File: src/rtl/mem_port_arbiter.sv
// Arbitrates a single-ported memory between instruction fetch (IF) and load/store (DM).
// Runs a valid/ready command with a read-response handshake, and returns acks, read data and stalls.
module mem_port_arbiter #(
    parameter int unsigned STARVE_LIMIT = 3,
    parameter int unsigned ADDR_W       = 32,
    parameter int unsigned DATA_W       = 32
) (
    input  logic              clk_i,
    input  logic              rst_i,
    input  logic              if_req_i,
    input  logic [ADDR_W-1:0] if_addr_i,
    output logic              if_ack_o,
    output logic [DATA_W-1:0] if_rdata_o,
    input  logic              dm_req_i,
    input  logic              dm_we_i,
    input  logic [ADDR_W-1:0] dm_addr_i,
    input  logic [DATA_W-1:0] dm_wdata_i,
    output logic              dm_ack_o,
    output logic [DATA_W-1:0] dm_rdata_o,
    output logic              cmd_valid_o,
    input  logic              cmd_ready_i,
    output logic              cmd_we_o,
    output logic [ADDR_W-1:0] cmd_addr_o,
    output logic [DATA_W-1:0] cmd_wdata_o,
    input  logic              rsp_valid_i,
    input  logic [DATA_W-1:0] rsp_data_i,
    output logic              stall_if_o,
    output logic              stall_dm_o
);
    localparam logic [1:0] IDLE     = 2'd0;
    localparam logic [1:0] ISSUE    = 2'd1;
    localparam logic [1:0] WAIT_RSP = 2'd2;
    localparam logic [1:0] ACK      = 2'd3;
    localparam logic [3:0] LIMIT    = 4'(STARVE_LIMIT);

    logic [1:0]        state_q, state_d;
    logic              owner_if_q, owner_if_d;
    logic              we_q, we_d;
    logic [ADDR_W-1:0] addr_q, addr_d;
    logic [DATA_W-1:0] wdata_q, wdata_d;
    logic [DATA_W-1:0] if_rdata_q, if_rdata_d;
    logic [DATA_W-1:0] dm_rdata_q, dm_rdata_d;
    logic [3:0]        starve_q, starve_d;
    logic              grant_if;

    // DM wins ties unless IF has already been passed over STARVE_LIMIT times in a row.
    assign grant_if = if_req_i & (~dm_req_i | (starve_q == LIMIT));

    always_comb begin
        state_d    = state_q;
        owner_if_d = owner_if_q;
        we_d       = we_q;
        addr_d     = addr_q;
        wdata_d    = wdata_q;
        if_rdata_d = if_rdata_q;
        dm_rdata_d = dm_rdata_q;
        starve_d   = starve_q;
        unique case (state_q)
            IDLE: begin
                if (if_req_i | dm_req_i) begin
                    state_d    = ISSUE;
                    owner_if_d = grant_if;
                    if (grant_if) begin
                        we_d     = 1'b0;
                        addr_d   = if_addr_i;
                        wdata_d  = '0;
                        starve_d = '0;
                    end else begin
                        we_d    = dm_we_i;
                        addr_d  = dm_addr_i;
                        wdata_d = dm_wdata_i;
                        if (!if_req_i) begin
                            starve_d = '0;
                        end else if (starve_q != LIMIT) begin
                            starve_d = starve_q + 4'd1;
                        end
                    end
                end
            end
            ISSUE: begin
                if (cmd_ready_i) begin
                    state_d = we_q ? ACK : WAIT_RSP;
                end
            end
            WAIT_RSP: begin
                if (rsp_valid_i) begin
                    state_d = ACK;
                    if (owner_if_q) begin
                        if_rdata_d = rsp_data_i;
                    end else begin
                        dm_rdata_d = rsp_data_i;
                    end
                end
            end
            ACK: begin
                // No arbitration here, so a request still held high is not granted twice.
                state_d = IDLE;
            end
            default: state_d = IDLE;
        endcase
    end

    always_ff @(posedge clk_i or posedge rst_i) begin
        if (rst_i) begin
            state_q    <= IDLE;
            owner_if_q <= 1'b0;
            we_q       <= 1'b0;
            addr_q     <= '0;
            wdata_q    <= '0;
            if_rdata_q <= '0;
            dm_rdata_q <= '0;
            starve_q   <= '0;
        end else begin
            state_q    <= state_d;
            owner_if_q <= owner_if_d;
            we_q       <= we_d;
            addr_q     <= addr_d;
            wdata_q    <= wdata_d;
            if_rdata_q <= if_rdata_d;
            dm_rdata_q <= dm_rdata_d;
            starve_q   <= starve_d;
        end
    end

    assign cmd_valid_o = (state_q == ISSUE);
    assign cmd_we_o    = we_q;
    assign cmd_addr_o  = {addr_q[ADDR_W-1:2], 2'b00};
    assign cmd_wdata_o = wdata_q;
    assign if_ack_o    = (state_q == ACK) & owner_if_q;
    assign dm_ack_o    = (state_q == ACK) & ~owner_if_q;
    assign if_rdata_o  = if_rdata_q;
    assign dm_rdata_o  = dm_rdata_q;
    assign stall_if_o  = if_req_i & ~if_ack_o;
    assign stall_dm_o  = dm_req_i & ~dm_ack_o;

endmodule

File: config.mk
export PLATFORM = sky130hd
export DESIGN_NAME = mem_port_arbiter
export DESIGN_NICKNAME = d
export VERILOG_FILES = /design/src/rtl/mem_port_arbiter.sv
export SDC_FILE = /design/constraint.sdc
export NUM_CORES = 1
export LEC_CHECK = 0
export ABC_AREA = 1
export ABC_CLOCK_PERIOD_IN_PS = 5560
export CAP_MARGIN = 0
export CORE_AREA = 2 2 122 124
export CTS_CLUSTER_DIAMETER = 60
export DETAILED_ROUTE_END_ITERATION = 8
export DIE_AREA = 0 0 124 126
export HOLD_SLACK_MARGIN = 0.02
export PLACE_DENSITY = 0.88
export SLEW_MARGIN = 20
export SYNTH_ARGS = -nofsm -noshare
export SYNTH_HDL_FRONTEND = slang
export SYNTH_SLANG_ARGS = --single-unit
File: constraint.sdc
create_clock -name clk_i -period 5.56 [get_ports clk_i]
set_input_delay 0.556 -clock clk_i [delete_from_list [all_inputs] [get_ports clk_i]]
set_output_delay 0.556 -clock clk_i [all_outputs]
set_load 0.02 [all_outputs]
# Yosys cells after proc, flatten, opt, wreduce, memory -nomap -nowiden
# Index checks and enable logic that the tools add are counted.
# W data, S select, Z words.
# word_totals
reg_bits	136
mem_bits_rw	0
n_memories	0
romBits	0
output_inout_bits	134
latchBits	0
in_bits	135
word_cells	46
# classes
div_mod_pow	0
eq_ne	9
n_reduce_logical	6
shift	0
n_mux	11
addsub	1
bitwise	11
mul	0
magnitude_cmp	0
# op_table
operator	count
$mux W32	2
$mux W4	3
$reduce_and A3 Y1	4
$pmux W2 S4	1
$mux W2	3
$and A1 B1 Y1	5
$add A4 B1 Y4 const B	1
$eq A2 B2 Y1 const B	2
$eq A4 B2 Y1 const B	1
$ne A2 B2 Y1 const B	2
$ne A4 B2 Y1 const B	1
$not A1 Y1	4
$ne A3 B1 Y1 const B	1
$eq A2 B1 Y1 const B	1
$logic_not A2 Y1	1
$mux W1	2
$ne A2 B1 Y1 const B	1
$or A1 B1 Y1	2
$reduce_and A2 Y1	1

# Longest topological paths before layout
# Gate-level depths: netlist of run 1.
# logic_depth
depth_word	5
depth_mapped	9
mapped_depth_nobuf	8

# Worst setup path before layout of run 1
# Ideal clock, no wire load.
# synth_path
kind	reg-to-output
startpoint	register state_q[0]
endpoint	output stall_dm_o
required_ps	5004
arrival_time_ps	1106
slack_ps	3898
path_stages_with_launch	5
path_buffers	0
path_cell_list	dfrtp_1 > ha_1 > inv_1 > nor2_1 > nor2_1
# synth_via
elab_chain_cells	4
# synth_lines
element	line_no	source
start, declared	36	logic [1:0] state_q, state_d;
start signal, assigned	114	state_q <= state_d;
$eq A2 B2 Y1	130	assign dm_ack_o = (state_q == ACK) & ~owner_if_q;
$and A1 B1 Y1	130	
named net dm_ack_o	18	output logic dm_ack_o,
$not A1 Y1	134	assign stall_dm_o = dm_req_i & ~dm_ack_o;
$and A1 B1 Y1	134	
end, declared	28	output logic stall_dm_o
# The timed path passes the listed nets, and every way through them passes these cells.

# Worst setup path in the final report of run 1
# layout_path
startpoint	input if_req_i
endpoint	output stall_if_o
# layout_via
elab_chain_cells	1
# layout_lines
element	line_no	source
start, declared	10	input logic if_req_i,
$and A1 B1 Y1	133	assign stall_if_o = if_req_i & ~if_ack_o;
end, declared	27	output logic stall_if_o,
# No other way between the ends.

==> metrics.md, run 1 <==
| Metric | Value |
|---|---|
| Synth Cell Area | slightly below 0.006 mm^2 |
| Initial antenna violation count | 0 |
| Synth cell count leaders | nand2_1 (234), dfrtp_1 (134), inv_1 (102) |
| Fraction of the mapped netlist area in compound gates | slightly above 6% |
| # Post-CTS Setup Buffers | 0 |
| Post-Synth Adder-Cell Area | between 1 and 1.5% |
| Crit path DAT | ~2.2 ns |
| Max Cap Violations | 0 |
| Initial Utilization | 41.0% |
| Number of buffers added on ports | approximately 260 |
| Vias in the first global route | roughly 5400 |
| Post-synthesis sequential area ratio | a little under three fifths |
| Setup TNS | 0 ns |
| Synth Flop Type | dfrtp_1 |
| Final #Nets | around 1100 |
| GRT met1 Usage | between 20% and 30% |
| Hold Violations, Final | 0 |
| Worst vdd ir | about 290 uV |
| Synth area leader | dfrtp_1 |
| Synth Area per Inst | between 8 and 9 um^2 |
| Clock-pin slew on the worst setup and hold paths | 0.06 ns |
| Pre-Repair DR Iteration Count | 5 |
| Busiest grt layer | met2 |
| CP Launch Type | primary input |
| WHS | 0.474 ns |
| Async SR Flop Fraction | 100% |
| Layout cells sized above 1 | 4.58% |
| Clk buf depth | 2 |
| Grt met3 use | about 7% |
| # rows | 44 |
| Number of synthesized flops with an enable pin | 0 |
| Clock latency at the later pin of the worst-skew pair | between 0.4 and 0.5 ns |
| WL/cell | 14.3 um |
| Die Height | approximately 130 um |
| Synth-to-Final Area Change | 56.1% |
| Core area | approximately 0.014 mm^2 |
| Synth cell types | 20 |
| Mapped Cells | 703 |
| Hold crit path type | reg2reg |
| Drt drc | 0 |
| Ranking of synthesized cells by area | dfrtp_1 (57%), nand2_1 (15%), nand3_1 (8.3%) |
| XOR/XNOR share of the synthesized area | less than 1% |
| Crit-path max FO | 12 |
| Top cell type's share of synthesized area | 57.1% |
| Detailed Route Iter0 Violations | between 300 and 400 |
| Routed vias | ~5500 |
| Via density | ~4.8 |
| Seq cells post-synth | roughly 130 |
| GRT Util Overall | 21.7% |
| Die width | 124 um |
| GR Util met2 | between 30% and 40% |
| Ant diodes | 0 |
| Cts hold-fix bufs | 0 |
| Root buffer cell | clkbuf_16 |
| Max-Slew Margin vs Limit | 42.7% |
| Sequential Area | between 0.003 and 0.004 mm^2 |
| Synth warn | 0 |
| Gr ovfl total | 0 |
| IO Count | 269 |
| CTS tree | yes |
| Worst setup path class | in2out |
| GPL Wtd Cong | 0.795 |
| Main combinational cell family by area after synthesis | simple AND/OR/NAND/NOR gates |
| Clk_skew | about 0.007 ns |
| Hpwl dp | about 11000 um |
| Period utilisation layout | 49.5% |
| Resized Gates After CTS | 0 |
| Worst setup EP type | output pin |
| Slew @ Worst Pin | approximately 0.86 ns |
| Most frequent cell after synthesis | nand2_1 |
| Fmax | roughly 360 MHz |
| Pwr dens | about 570 mW/mm^2 |
| Largest net degree at the start of global routing | 71 |
| First-pass GRT wire length | roughly 26000 um |
| Status | finished clean |
| WP data required | ~5 ns |
| Wirelength, routed | 16400 um |
| Antenna Nets Post-Route | 0 |
| Htree depth | 4 |
| Final setup viols | 0 |
| CTS Buf Count | 17 |
| Die area | between 0.015 and 0.02 mm^2 |
| Crit path time final | 2.75 ns |
| Unrepaired setup endpoints after global routing | false |
| Simple-gate portion of the synthesized area | between 20% and 30% |
| Pleak | about 0.0046 uW |
| Fillers | between 1000 and 1500 |
| # clock sinks | 134 |
| Multiplexer share of the synthesized area | 0% |
| Max Slew Vio Count | 0 |
| Multi-input logic area | 0.00190 mm^2 |
## critical path: stages
cell	delay [ns]
clkdlybuf4s50_1	0.78
inv_2	0.12
nor2_1	0.12
clkdlybuf4s50_1	0.62
## area by class of cell
cell class                      instances  area share (%)
Clock buffer                           19            4.94
Clock inverter                         13            1.86
Inverter                              104            4.34
Tap cell                              184            2.51
Timing Repair Buffer                  267            29.0
Multi-Input combinational cell        424            20.8
Sequential cell                       134            36.6
## path summary, 6_finish.rpt
kind                                                     to  cells past startpoint  slack (ns)                     from
worst max-delay path                             stall_if_o                      4        2.81                 if_req_i
worst min-delay path                 addr_q[21]$_DFFE_PP0P_                      2        0.47   addr_q[21]$_DFFE_PP0P_
worst max register to register   cmd_wdata_o[5]$_DFFE_PP0P_                      7        2.95  starve_q[0]$_DFFE_PP0P_
worst min register to register       addr_q[21]$_DFFE_PP0P_                      2        0.47   addr_q[21]$_DFFE_PP0P_
max in group asynchronous       cmd_wdata_o[16]$_DFFE_PP0P_                      3        3.66                    rst_i
min in group asynchronous       cmd_wdata_o[18]$_DFFE_PP0P_                      2        0.59                    rst_i
## registers in the layout (all words and copies together) (netlist names)
register and flops:
dm_rdata_o 32, addr_q 30, owner_if_q 1, starve_q 4
state_q 2, if_rdata_o 32, cmd_wdata_o 32, cmd_we_o 1
## per-stage QoR
step | setup WS (ns) | cell area (um^2) | utilization (%) | total power [uW] | instances
floorplan | 1.42 | 5880 | - | 2900 | 704
global placement | 2.58 | 8530 | 59.6 | 3970 | 1113
detailed placement | 2.58 | 8540 | 59.6 | 4040 | 1113
CTS | 2.78 | 9160 | 64.0 | 5240 | 1145
global route | 2.72 | 9170 | 64.0 | 5520 | 1145
finish | 2.81 | 9170 | 64.0 | 5190 | 1145
## cells by family (layout without fill, tap and decap cells)
group | after synthesis | in the layout
buf+inv | 146 | 403
xor+xnor | 2 | 2
simple gates | 342 | 342
flops | 134 | 134
compound gates | 72 | 72
other cells | 1 | 2
fa+ha+maj | 6 | 6
## where the power goes
group | switching [uW] | internal (uW)
Clock | 429 | 734
Combinational | 1300 | 1060
Sequential | 254 | 1420
## layer usage
layer | up-vias | wire length [um] | part of all wire (%)
met5 | - | 0 | 0
met3 | 44 | 1380 | 8.4
met4 | 0 | 636 | 3.9
met2 | 220 | 7970 | 49
li1 | 2660 | - | -
met1 | 2527 | 6440 | 39
## placed cells by master, fill, tap and decap left out
| cell type | n |
|---|---|
| clkdlybuf4s50_1 | 262 |
| nand2_1 | 233 |
| dfrtp_1 | 134 |
| inv_1 | 101 |
| nand3_1 | 96 |
| o21ai_0 | 69 |
| clkbuf_16 | 17 |
| nor2_1 | 7 |
| ha_1 | 6 |
| buf_4 | 5 |
| inv_6 | 4 |
| clkinvlp_4 | 3 |
| clkinv_4 | 3 |
| bufinv_16 | 3 |
| nand2_2 | 2 |
| nand4_1 | 2 |
| xor2_1 | 2 |
| conb_1 | 2 |
| clkbuf_8 | 2 |
| nand3b_1 | 1 |
| inv_2 | 1 |
| a21oi_4 | 1 |
| inv_4 | 1 |
| nand3_4 | 1 |
| a21oi_1 | 1 |
| o21ai_1 | 1 |
| clkinv_2 | 1 |
No activity file was read; power rests on OpenSTA's default activity.
==> run 2: changes to the inputs <==
--- a/config.mk
+++ b/config.mk
@@ -6,14 +6,14 @@
 export NUM_CORES = 1
 export LEC_CHECK = 0
 export ABC_AREA = 1
-export ABC_CLOCK_PERIOD_IN_PS = 5560
+export ABC_CLOCK_PERIOD_IN_PS = 2500
 export CAP_MARGIN = 0
-export CORE_AREA = 2 2 122 124
+export CORE_AREA = 2 2 128 130
 export CTS_CLUSTER_DIAMETER = 60
 export DETAILED_ROUTE_END_ITERATION = 8
-export DIE_AREA = 0 0 124 126
+export DIE_AREA = 0 0 130 132
 export HOLD_SLACK_MARGIN = 0.02
-export PLACE_DENSITY = 0.88
+export PLACE_DENSITY = 0.84
 export SLEW_MARGIN = 20
 export SYNTH_ARGS = -nofsm -noshare
 export SYNTH_HDL_FRONTEND = slang
==> constraint.sdc (replaced) <==
create_clock -name clk_i -period 2.5 [get_ports clk_i]
set_input_delay 0.25 -clock clk_i [delete_from_list [all_inputs] [get_ports clk_i]]
set_output_delay 0.25 -clock clk_i [all_outputs]
set_load 0.02 [all_outputs]
==> run 2 against run 1 <==
Against the previous run: combinational power increased by 120%; design area increased by 0.57%; register-to-register slack got worse by 2.4 ns; via count decreased by 1.8%; flip-flop and latch count unchanged; die area increased by 9.8%; global-route usage decreased by 1.8 points; non-clock buffer count increased by 4; sequential power increased by 120%; clock skew about the same; hold slack got worse by 0.12 ns; clock-buffer cell count increased by 4.
==> metrics.md, run 2 (synthesis results as in run 1) <==
| Metric | Value |
|---|---|
| Status | finished clean (unchanged) |
| Die area | 0.0172 mm^2 (was 0.0156 mm^2) |
| Max Slew Vio Count | 0 (unchanged) |
| CP peak stage delay | 0.64 ns (was 0.78 ns) |
| Layout cells sized above 1 | 4.36% (was 4.58%) |
| Setup TNS | 0 ns (unchanged) |
| Max Cap Violations | 0 (unchanged) |
| Pre-Repair DR Iteration Count | 4 (was 5) |
| Die width | 130 um (was 124 um) |
| Pwr dens | 1230 mW/mm^2 (was 566 mW/mm^2) |
| Largest net degree at the start of global routing | 77 (was 71) |
| Unrepaired setup endpoints after global routing | false (unchanged) |
| Finished Cell Area | 0.00922 mm^2 (was 0.00917 mm^2) |
| Slew @ Worst Pin | 0.687 ns (was 0.859 ns) |
| Pleak | 0.00459 uW (about the same) |
| Gr ovfl total | 0 (unchanged) |
| Synth-to-Final Area Change | 57.0% (was 56.1%) |
| Detailed Route Iter0 Violations | 326 (was 338) |
| Crit-path max FO | 6 (was 12) |
| Core area | 0.0157 mm^2 (was 0.0143 mm^2) |
| Most common cell after layout, fill and taps aside | clkdlybuf4s50_1 (unchanged) |
| CTS Buf Count | 17 (unchanged) |
| Vias in the first global route | 5436 (was 5359) |
| # rows | 46 (was 44) |
| R2r worst-path depth | 8 (was 7) |
| Period utilisation layout | between 80% and 90% |
| Wirelength, routed | 16400 um (about the same) |
| Crit path time final | 2.18 ns |
| WL/cell | 13.9 um (was 14.3 um) |
| WP data required | 2.25 ns (was 5.00 ns) |
| Sequential Area | 0.00335 mm^2 (unchanged) |
| Clock latency at the later pin of the worst-skew pair | 0.41 ns (about the same) |
| CP Launch Type | flop (was primary input) |
| First-pass GRT wire length | 27000 um (was 26200 um) |
| Via density | 4.54 (was 4.76) |
| Initial Utilization | 37.4% (was 41.0%) |
| CP Cell Sequence | ha_1 -> inv_1 -> nor2_1 -> nor2_1 -> clkdlybuf4s50_1 (was clkdlybuf4s50_1 -> inv_2 -> nor2_1 -> clkdlybuf4s50_1) |
| Fmax | roughly 460 MHz |
| Slowest-stage cell, CP | clkdlybuf4s50_1 (unchanged) |
| Ant diodes | 0 (unchanged) |
| Max-Slew Margin vs Limit | 54.2% (was 42.7%) |
| Fillers | 1379 (was 1181) |
| # Post-CTS Setup Buffers | 0 (unchanged) |
| Crit-path most repeated cell | nor2_1 (was clkdlybuf4s50_1) |
| Antenna Nets Post-Route | 0 (unchanged) |
| Routed vias | 5353 (was 5451) |
| # clock sinks | 134 (unchanged) |
| Hold Violations, Final | 0 (unchanged) |
| CTS tree | yes (unchanged) |
| CP Depth | 5 (was 4) |
| Initial antenna violation count | 0 (unchanged) |
| Htree depth | 4 (unchanged) |
| Worst vdd ir | 539 uV (was 287 uV) |
| Worst setup EP type | output pin (unchanged) |
| Worst setup path class | reg2out (was in2out) |
| Final Power | 11400 uW (was 5190 uW) |
| Placed instance area | 0.00865 mm^2 (was 0.00854 mm^2) |
| Final setup viols | 0 (unchanged) |
| Drt drc | 0 (unchanged) |
| Crit path buffers/inverters | 2 (was 3) |
| Clock-pin slew on the worst setup and hold paths | 0.06 ns (about the same) |
| GPL Wtd Cong | 0.824 (was 0.795) |
| Hpwl dp | 11500 um (was 11300 um) |
| Final #Nets | 1093 (was 1089) |
| Crit-path leading delay family | buffers and inverters (unchanged) |
| Root buffer cell | clkbuf_16 (unchanged) |
| IO Count | 269 (unchanged) |
| Die Height | 132 um (was 126 um) |
| Hold crit path type | in2async (was reg2reg) |
| Resized Gates After CTS | 0 (unchanged) |
| Clk_skew | 0.00641 ns (was 0.00682 ns) |
| Clk buf depth | 2 (unchanged) |
| Most frequent cells in the layout | clkdlybuf4s50_1 (262), nand2_1 (233), dfrtp_1 (134) (unchanged) |
| Number of buffers added on ports | 262 (unchanged) |
| Crit path DAT | 1.93 ns (was 2.19 ns) |
| GRT Util Overall | 19.9% (was 21.7%) |
| Cts hold-fix bufs | 0 (unchanged) |
| Multi-input logic area | 0.00190 mm^2 (about the same) |
-- run 2: changes by cell type in the layout (fill, tap and decap cells not counted), sizes merged --
cell	change
clkinvlp	+2
bufinv	-1
buf	+4
clkinv	-3
inv	-4
clkbuf	+4
-- run 2: cell type report --
type,instances,share of cell area [%]
sequential,134,36.4
timing repair buffer,271,29.7
multi-input combinational,424,20.6
clock buffer,23,5.08
inverter,104,4.27
tap,216,2.93
clock inverter,7,1.07
-- run 2: path summary, 6_finish.rpt --
kind | to | slack, ns | from
max | stall_dm_o | 0.32 | state_q[0]$_DFFE_PP0P_
min | cmd_wdata_o[30]$_DFFE_PP0P_ | 0.36 | rst_i
max reg2reg | addr_q[31]$_DFFE_PP0P_ | 0.56 | state_q[0]$_DFFE_PP0P_
min reg2reg | cmd_wdata_o[31]$_DFFE_PP0P_ | 0.48 | cmd_wdata_o[31]$_DFFE_PP0P_
max in group asynchronous | starve_q[0]$_DFFE_PP0P_ | 1.78 | rst_i
min in group clk_i | cmd_wdata_o[11]$_DFFE_PP0P_ | 0.39 | dm_wdata_i[11]
-- run 2: metal layers --
metal | global-route usage (%) | vias up | wire length (um) | part of all wire, %
li1 | - | 2654 | - | -
met3 | 4.87 | 38 | 852 | 5.2
met2 | 34.1 | 164 | 8230 | 50
met4 | 9.68 | 0 | 587 | 3.6
met5 | 0 | - | 0 | 0
met1 | 23.1 | 2497 | 6730 | 41
-- run 2: report_power, final --
| group | leakage [uW] | internal, uW | switching [uW] | total (uW) |
|---|---|---|---|---|
| clock | 0.000262 | 1510 | 900 | 2410 |
| combinational | 0.00264 | 2390 | 2890 | 5280 |
| sequential | 0.00168 | 3150 | 547 | 3700 |
| total | 0.00459 | 7050 | 4330 | 11400 |
-- run 2: stage by stage --
step / setup WS [ns] / instances / hold slack [ns] / util (%)
6_report: 0.320 / 1179 / 0.355 / 58.7
3_3_place_gp: 0.543 / 1149 / 0.462 / 55.1
2_1_floorplan: 0.585 / 704 / 0.388 / -
4_1_cts: 0.303 / 1179 / 0.353 / 58.7
5_1_grt: 0.184 / 1179 / 0.362 / 58.7
3_5_place_dp: 0.504 / 1149 / 0.464 / 55.1
-- run 2: worst reg2reg max path, stage by stage (launching register included) --
cell and delay, ns:
dfrtp_1 0.42, inv_1 0.10, ha_1 0.24, inv_1 0.12, a21oi_4 0.06, inv_2 0.10, buf_4 0.55, nand2_1 0.17
nand2_1 0.10
==> run 3: changes to the inputs <==
--- a/config.mk
+++ b/config.mk
@@ -14,6 +14,7 @@
 export DIE_AREA = 0 0 130 132
 export HOLD_SLACK_MARGIN = 0.02
 export PLACE_DENSITY = 0.84
+export SKIP_LAST_GASP = 1
 export SLEW_MARGIN = 20
 export SYNTH_ARGS = -nofsm -noshare
 export SYNTH_HDL_FRONTEND = slang
==> results of run 3 <==
Same layout as run 2: the final DEF is identical, and so are final timing and power.
